===== src/rtl/ps2_key_display.sv =====
// ps2_key_display: tracks the currently held PS/2 key and shows it on six
// seven-segment digits.
//
// Parameters:
//   SEG_ACTIVE_LOW - 1: a lit segment is driven to 0; 0: a lit segment is driven to 1
// Ports:
//   clk        - system clock
//   rst        - synchronous reset, active low
//   scan_valid - one-cycle strobe qualifying scan_data
//   scan_data  - scancode byte from the PS/2 receiver
//   key_down   - 1 while a make code is held
//   key_count  - number of distinct key presses since reset (wraps)
//   seg0/seg1  - low/high hex digit of the held scancode (blank when no key held)
//   seg2/seg3  - low/high hex digit of the held key's ASCII code (blank when no key held)
//   seg4/seg5  - low/high hex digit of key_count
// Segment bits: bit0=a .. bit6=g, bit7=dp (dp always unlit).
module ps2_key_display #(
    parameter bit SEG_ACTIVE_LOW = 1'b1
) (
    input  logic       clk,
    input  logic       rst,
    input  logic       scan_valid,
    input  logic [7:0] scan_data,
    output logic       key_down,
    output logic [7:0] key_count,
    output logic [7:0] seg0,
    output logic [7:0] seg1,
    output logic [7:0] seg2,
    output logic [7:0] seg3,
    output logic [7:0] seg4,
    output logic [7:0] seg5
);

    localparam logic [7:0] CodeExt   = 8'hE0;
    localparam logic [7:0] CodeBreak = 8'hF0;

    typedef enum logic [1:0] {StIdle, StHeld, StBreak} state_e;

    state_e     state_q, state_d;
    logic       held_q, held_d;        // a key is held; survives BREAK so it can be resumed
    logic [7:0] held_code_q, held_code_d;
    logic [7:0] count_q, count_d;
    logic [7:0] ascii;

    // Active-high pattern for one hex digit (bits g..a).
    function automatic logic [6:0] hex_pat(input logic [3:0] d);
        logic [6:0] p;
        unique case (d)
            4'h0: p = 7'h3F;
            4'h1: p = 7'h06;
            4'h2: p = 7'h5B;
            4'h3: p = 7'h4F;
            4'h4: p = 7'h66;
            4'h5: p = 7'h6D;
            4'h6: p = 7'h7D;
            4'h7: p = 7'h07;
            4'h8: p = 7'h7F;
            4'h9: p = 7'h6F;
            4'hA: p = 7'h77;
            4'hB: p = 7'h7C;
            4'hC: p = 7'h39;
            4'hD: p = 7'h5E;
            4'hE: p = 7'h79;
            4'hF: p = 7'h71;
        endcase
        return p;
    endfunction

    // Apply blanking and output polarity; dp stays unlit.
    function automatic logic [7:0] seg_drive(input logic [3:0] d, input logic show);
        logic [7:0] raw;
        raw = show ? {1'b0, hex_pat(d)} : 8'h00;
        return SEG_ACTIVE_LOW ? ~raw : raw;
    endfunction

    // Set-2 scancode to uppercase ASCII; unmapped codes give 00.
    function automatic logic [7:0] to_ascii(input logic [7:0] c);
        logic [7:0] a;
        case (c)
            8'h1C: a = 8'h41;  8'h32: a = 8'h42;  8'h21: a = 8'h43;  8'h23: a = 8'h44;
            8'h24: a = 8'h45;  8'h2B: a = 8'h46;  8'h34: a = 8'h47;  8'h33: a = 8'h48;
            8'h43: a = 8'h49;  8'h3B: a = 8'h4A;  8'h42: a = 8'h4B;  8'h4B: a = 8'h4C;
            8'h3A: a = 8'h4D;  8'h31: a = 8'h4E;  8'h44: a = 8'h4F;  8'h4D: a = 8'h50;
            8'h15: a = 8'h51;  8'h2D: a = 8'h52;  8'h1B: a = 8'h53;  8'h2C: a = 8'h54;
            8'h3C: a = 8'h55;  8'h2A: a = 8'h56;  8'h1D: a = 8'h57;  8'h22: a = 8'h58;
            8'h35: a = 8'h59;  8'h1A: a = 8'h5A;
            8'h45: a = 8'h30;  8'h16: a = 8'h31;  8'h1E: a = 8'h32;  8'h26: a = 8'h33;
            8'h25: a = 8'h34;  8'h2E: a = 8'h35;  8'h36: a = 8'h36;  8'h3D: a = 8'h37;
            8'h3E: a = 8'h38;  8'h46: a = 8'h39;
            default: a = 8'h00;
        endcase
        return a;
    endfunction

    always_comb begin
        state_d     = state_q;
        held_d      = held_q;
        held_code_d = held_code_q;
        count_d     = count_q;
        // E0 prefixes are dropped outright in every state.
        if (scan_valid && (scan_data != CodeExt)) begin
            case (state_q)
                StIdle: begin
                    if (scan_data == CodeBreak) begin
                        state_d = StBreak;
                    end else begin
                        held_code_d = scan_data;
                        count_d     = count_q + 8'd1;
                        held_d      = 1'b1;
                        state_d     = StHeld;
                    end
                end
                StHeld: begin
                    if (scan_data == CodeBreak) begin
                        state_d = StBreak;
                    end else if (scan_data != held_code_q) begin
                        // A repeat of the held code is typematic and ignored.
                        held_code_d = scan_data;
                        count_d     = count_q + 8'd1;
                    end
                end
                StBreak: begin
                    if (held_q && (scan_data == held_code_q)) begin
                        held_d  = 1'b0;
                        state_d = StIdle;
                    end else begin
                        // Release of some other key: resume where we were.
                        state_d = held_q ? StHeld : StIdle;
                    end
                end
                default: begin
                    state_d = StIdle;
                    held_d  = 1'b0;
                end
            endcase
        end
    end

    always_ff @(posedge clk) begin
        if (!rst) begin
            state_q     <= StIdle;
            held_q      <= 1'b0;
            held_code_q <= 8'h00;
            count_q     <= 8'h00;
        end else begin
            state_q     <= state_d;
            held_q      <= held_d;
            held_code_q <= held_code_d;
            count_q     <= count_d;
        end
    end

    assign ascii     = to_ascii(held_code_q);
    assign key_down  = held_q;
    assign key_count = count_q;
    assign seg0      = seg_drive(held_code_q[3:0], held_q);
    assign seg1      = seg_drive(held_code_q[7:4], held_q);
    assign seg2      = seg_drive(ascii[3:0], held_q);
    assign seg3      = seg_drive(ascii[7:4], held_q);
    assign seg4      = seg_drive(count_q[3:0], 1'b1);
    assign seg5      = seg_drive(count_q[7:4], 1'b1);

endmodule


===== config.mk =====
export PLATFORM = sky130hd
export DESIGN_NAME = ps2_key_display
export DESIGN_NICKNAME = d
export VERILOG_FILES = /design/src/rtl/ps2_key_display.sv
export SDC_FILE = /design/constraint.sdc
export NUM_CORES = 1
export LEC_CHECK = 0
export BUFFER_PORTS_ARGS = -buffer_cell sky130_fd_sc_hd__buf_2
export CORE_ASPECT_RATIO = 1.75
export CORE_MARGIN = 2
export CORE_UTILIZATION = 40
export DETAILED_ROUTE_END_ITERATION = 12
export MAX_ROUTING_LAYER = met4
export PLACE_DENSITY = 0.68
export REMOVE_ABC_BUFFERS = 1
export SLEW_MARGIN = 20
export SYNTH_ARGS = -nofsm -noshare
export SYNTH_HDL_FRONTEND = slang
export SYNTH_SLANG_ARGS = --single-unit
export TNS_END_PERCENT = 5

===== constraint.sdc =====
create_clock -name clk -period 3.65 [get_ports clk]
set_clock_uncertainty 0.15 [all_clocks]
set_input_delay 0.9125 -clock clk [delete_from_list [all_inputs] [get_ports clk]]
set_output_delay 0.9125 -clock clk [all_outputs]
set_load 0.02 [all_outputs]

* Word-level counts from Yosys, hierarchy flattened
Memories as Yosys holds them, arrays and structs flattened. A register that Yosys moved wholly into a read port is not among the register bits.
Index checks and enable logic that the tools add are counted.
** Storage, ports and cells
- Flip-flop bits (word level) :: 19
- Latch bits :: 0
- Memories kept :: 7
- Output and inout port bits :: 57
- Bits in read-only memories :: 1568
- RAM bits :: 0
- Input port bits :: 11
** Operators by class
- $lt $le $gt $ge :: 0
- Multiply operators :: 0
- Add/subtract/negate cells :: 1
- Shift operators :: 0
- Multiplexer cells :: 31
- Div/mod/pow operators :: 0
- Equality and inequality tests :: 11
- Bitwise operators :: 7
- Reduce and logical (&&, ||, !) cells :: 7
** Memories
- (no name shown) :: depth 128, bits a word 7, read ports 1, clocked after memory_dff 1, write ports 0, RTL line 79 : case (c)
- (no name shown) :: depth 16, bits a word 7, read ports 1, clocked after memory_dff 1, write ports 0, RTL line 48 : unique case (d)
- (no name shown) :: depth 16, bits a word 7, read ports 1, clocked after memory_dff 1, write ports 0, RTL line 48
- (no name shown) :: depth 16, bits a word 7, read ports 1, clocked after memory_dff 0, write ports 0, RTL line 48
- (no name shown) :: depth 16, bits a word 7, read ports 1, clocked after memory_dff 0, write ports 0, RTL line 48
- (no name shown) :: depth 16, bits a word 7, read ports 1, clocked after memory_dff 1, write ports 0, RTL line 48
- 1 more memories
** Operators with widths (count)
- $mux W8 :: 7
- $not A7 Y8 :: 6
- $mux W7 :: 6
- $mux W4 :: 8
- $pmux W8 S2 :: 2
- $ne A2 B2 Y1 const B :: 5
- $add A8 B1 Y8 const B :: 1
- $eq A8 B8 Y1 :: 1
- $eq A8 B8 Y1 const B :: 1
- $ne A8 B8 Y1 :: 1
- $ne A8 B8 Y1 const B :: 1
- $pmux W2 S3 :: 1
- $reduce_and A5 Y1 :: 1
- $mux W1 :: 4
- $mux W2 :: 2
- $reduce_and A4 Y1 :: 1
- $pmux W1 S3 :: 1
- $eq A2 B1 Y1 const B :: 1
- $eq A2 B2 Y1 const B :: 1
- $logic_and A1 B1 Y1 :: 2
- $logic_not A2 Y1 :: 1
- $reduce_and A2 Y1 :: 1
- $reduce_bool A2 Y1 :: 1
- $not A1 Y1 :: 1

* Depth between registers and ports, before layout
- Word-level depth :: 6
- Mapped depth :: 14
- Gate-level depth less buffers :: 10

* Worst setup path after synthesis
No wires, ideal clock.
- Kind :: input to register
- Start :: in scan_data[2]
- End :: reg with a tool-made name
- Slack :: -0.131 ns
- Library setup time :: 0.101 ns
- Data required time :: 3.399 ns
- Arrival time :: 3.530 ns
- Cell stages on the path :: 14
- Buffers on the path :: 4
- Cells stage by stage :: buf_6 > or4b_4 > o21a_4 > buf_6 > buf_2 > o2111ai_2 > o211ai_2 > inv_1 > ha_1 > clkbuf_1 > o31ai_1 > nor2_1 > nor4_1 > o41ai_1
** RTL lines
- start: declaration :: RTL line 23 : input logic [7:0] scan_data,

==> flow_summary.toml <==
[status]
outcome = "complete, no violations"

[route]
post-route-drc-count = 0
wl_per_cell_um = 19.4
drt_iter0_drc = 254
routed_via_density = 5.87
drt-total-wl_um = 17000
ant_nets = 0
num_vias = 5139
drt_first_pass_iters = 5

[placed_design]
place_ws_ps = -373
portBuffers = 61
place_area_sq_um = 5920
dp_hpwl_um = 13900
gp_congestion = 1.07

[worst_setup_path]
worstRegToRegCells = 12
cp-end-kind = "flop"
critical_path.top_delay_family = "compound AO/OA/AOI/OAI gates"
arrival_ps = 3630
worstPathRequired_ps = 3670
path_max_fanout = 7
crit_path_cell_trace = "buf_2 -> xnor2_1 -> buf_4 -> nand4_2 -> o32ai_2 -> o21ai_2 -> buf_4 -> ha_1 -> inv_1 -> buf_4 -> o22ai_1 -> a31oi_1 -> o211ai_2"
cp-start-kind = "input pin"
reg2reg_from = "held_code_q[4]$_SDFFE_PN0P_"
cp_common_cell = "buf_4"
worstSetupPathType = "in -> reg"
slowest_stage = "o32ai_2"
critPathLaunch = "scan_data[4]"
path_buf_inv = 5
r2r_setup_slack_ps = 350
cp_slowest_stage_delay_ps = 400

[floorplanning]
die_h_um = 149
row_count = 53
floorplan.initialDensity_pct = 40.6
core_area_sq_um = 11900
die_x_um = 87.0
io_pins = 68
dieArea_sq_um = 13000

[yosys]
synthCells = 602
avgSynthCellArea_sq_um = 8.00
yosysSeqAreaShare_pct = 22.4
synth.area.top_cells = "dfxtp_1 22%, ha_1 11%, inv_1 4.4%"
yosysMostFrequentCell = "inv_1"
synth_area_sq_um = 4820
synth_top_area_share_pct = 22.4
synth_edf_count = 0
synth_largest_area_cell = "dfxtp_1"
yosysWarnings = 0
synthFlopType = "dfxtp_1"
ys_types = 84
synth_commonest_cells = "57 x inv_1, 54 x dfxtp_1, 44 x nand2_1"
ys_ff_latch = 54
async_flop_share_pct = 0

[final_layout]
syn2layout_area_growth_pct = 26.4
postLayoutCoreUtil_pct = 51.3
diodes = 0
final_layout_size_suffix_gt1_share_pct = 30.6
nFillCells = 1147
final_cell_area_sq_um = 6090
finalNetCount = 790

[cts]
root_buffer = "clkbuf_16"
cts_setup_buffers = 0
cts_inserted_buffers = 5
cts_buffer_depth = 2
cts_htree_levels = 2
clkSlewWorstSetupHoldPaths_ps = 70
insertion_delay_ps = 300
cts_tree = "done"
cts_sinks = 54

[global_route]
grt_overflow = 0
antenna_found_initial = 0
grt_pass1_vias = 5315
grt_use_total_pct = 27.4
grt_max_degree = 23
grt_pass1_wl_um = 26800

[sta]
finalSetupViolCount = 0
rsz0062_at_grt = "no"
layout_worst_path_cycle_share_pct = 98.8
slew_headroom_pct = 47.1
maxSlewViolCount = 0
fin_ws_ps = 44.3
fin_crit_ps = 3610
hold_viol = 0
tightest_slew_ps = 793
fmax_mhz = 277
fin_setup_tns_ps = 0

[worst_hold_path]
worst_hold_path.endpoint = "key_count[4]$_SDFFE_PN0P_"
holdPathStages = 2
min_path_type = "reg -> reg"
hp-start = "key_count[4]$_SDFFE_PN0P_"

[power_and_ir_drop]
power_density_nw_per_um2 = 304
ir_drop_uv = 222
leakagePower_nw = 2.78

[flow_run]
max-cap-violations = 0
==> worst min-delay path, stage by stage (launching register included) <==
cell	delay [ps]
dfxtp_1	360
o21ai_0	130
a21oi_1	80
==> kinds of logic after synthesis <==
group                    Yosys count  synth area share [%]
flip-flops                        54                  22.4
multiplexers                      30                  7.19
adder cells (fa/ha/maj)           41                  10.6
buffers and inverters            112                  10.6
AO/OA/AOI/OAI                    166                  25.6
other                              1                0.0778
XOR/XNOR                          15                  2.73
AND/OR/NAND/NOR                  183                  20.7
==> placed cells by master, fill, tap and decap left out, types with 7 or more instances in the layout <==
cell	instances
a22oi_1	7
xnor2_1	13
dfxtp_1	54
nand4_1	7
o21ai_0	29
nand2_1	44
nor4_1	7
o211ai_1	9
mux2i_1	20
nor3_1	19
or3_1	7
mux2_2	7
nor2b_1	9
nand3_1	20
ha_1	41
a21oi_1	24
inv_1	57
nor2_1	29
buf_2	61
buf_4	108
a32oi_1	7
==> through the flow <==
stage	std cells	total power, mW	hold WS [ps]
final	876	1.85	461
after global routing	876	1.94	490
after CTS	876	1.86	426
after detailed placement	868	1.31	413
after global placement	868	1.30	404
after floorplan	559	1.01	391
==> routing by layer <==
metal	track usage, %	part of all wire [%]	up-vias
met3	3.27	3.9	79
met5	-	0	-
met1	23.7	32	2407
li1	-	-	2441
met4	19.1	7.6	0
met2	52.2	56	212
==> how the worst max path moves through the flow <==
stage	end	depth (start not counted)
floorplan	flop	9
finish	flop	13
global route	flop	13
detailed placement	flop	9
global placement	flop	9
CTS	flop	12
==> area by class of cell <==
type / count / area (sq um) / share of cell area, %
clock buffer: 7 / 133 / 2.18
clock inverter: 1 / 30.0 / 0.493
inverter: 64 / 240 / 3.94
multi-input combinational: 441 / 3260 / 53.5
sequential: 54 / 1080 / 17.8
tap: 137 / 171 / 2.81
timing repair buffer: 172 / 1180 / 19.3
==> power breakdown <==
group          internal, mW  leakage, nW  switching, mW
clock                 0.325       0.0781          0.222
combinational         0.263         2.26          0.379
sequential            0.631        0.444         0.0319
total                  1.22         2.78          0.633
==> what timing repair did <==
item,in CTS,in global routing
gates cloned,0,0
resized for setup,1,2
hold buffers,0,0
pin swaps,0,0
setup endpoints to repair,4,13
(Power assumes the default switching activity.)
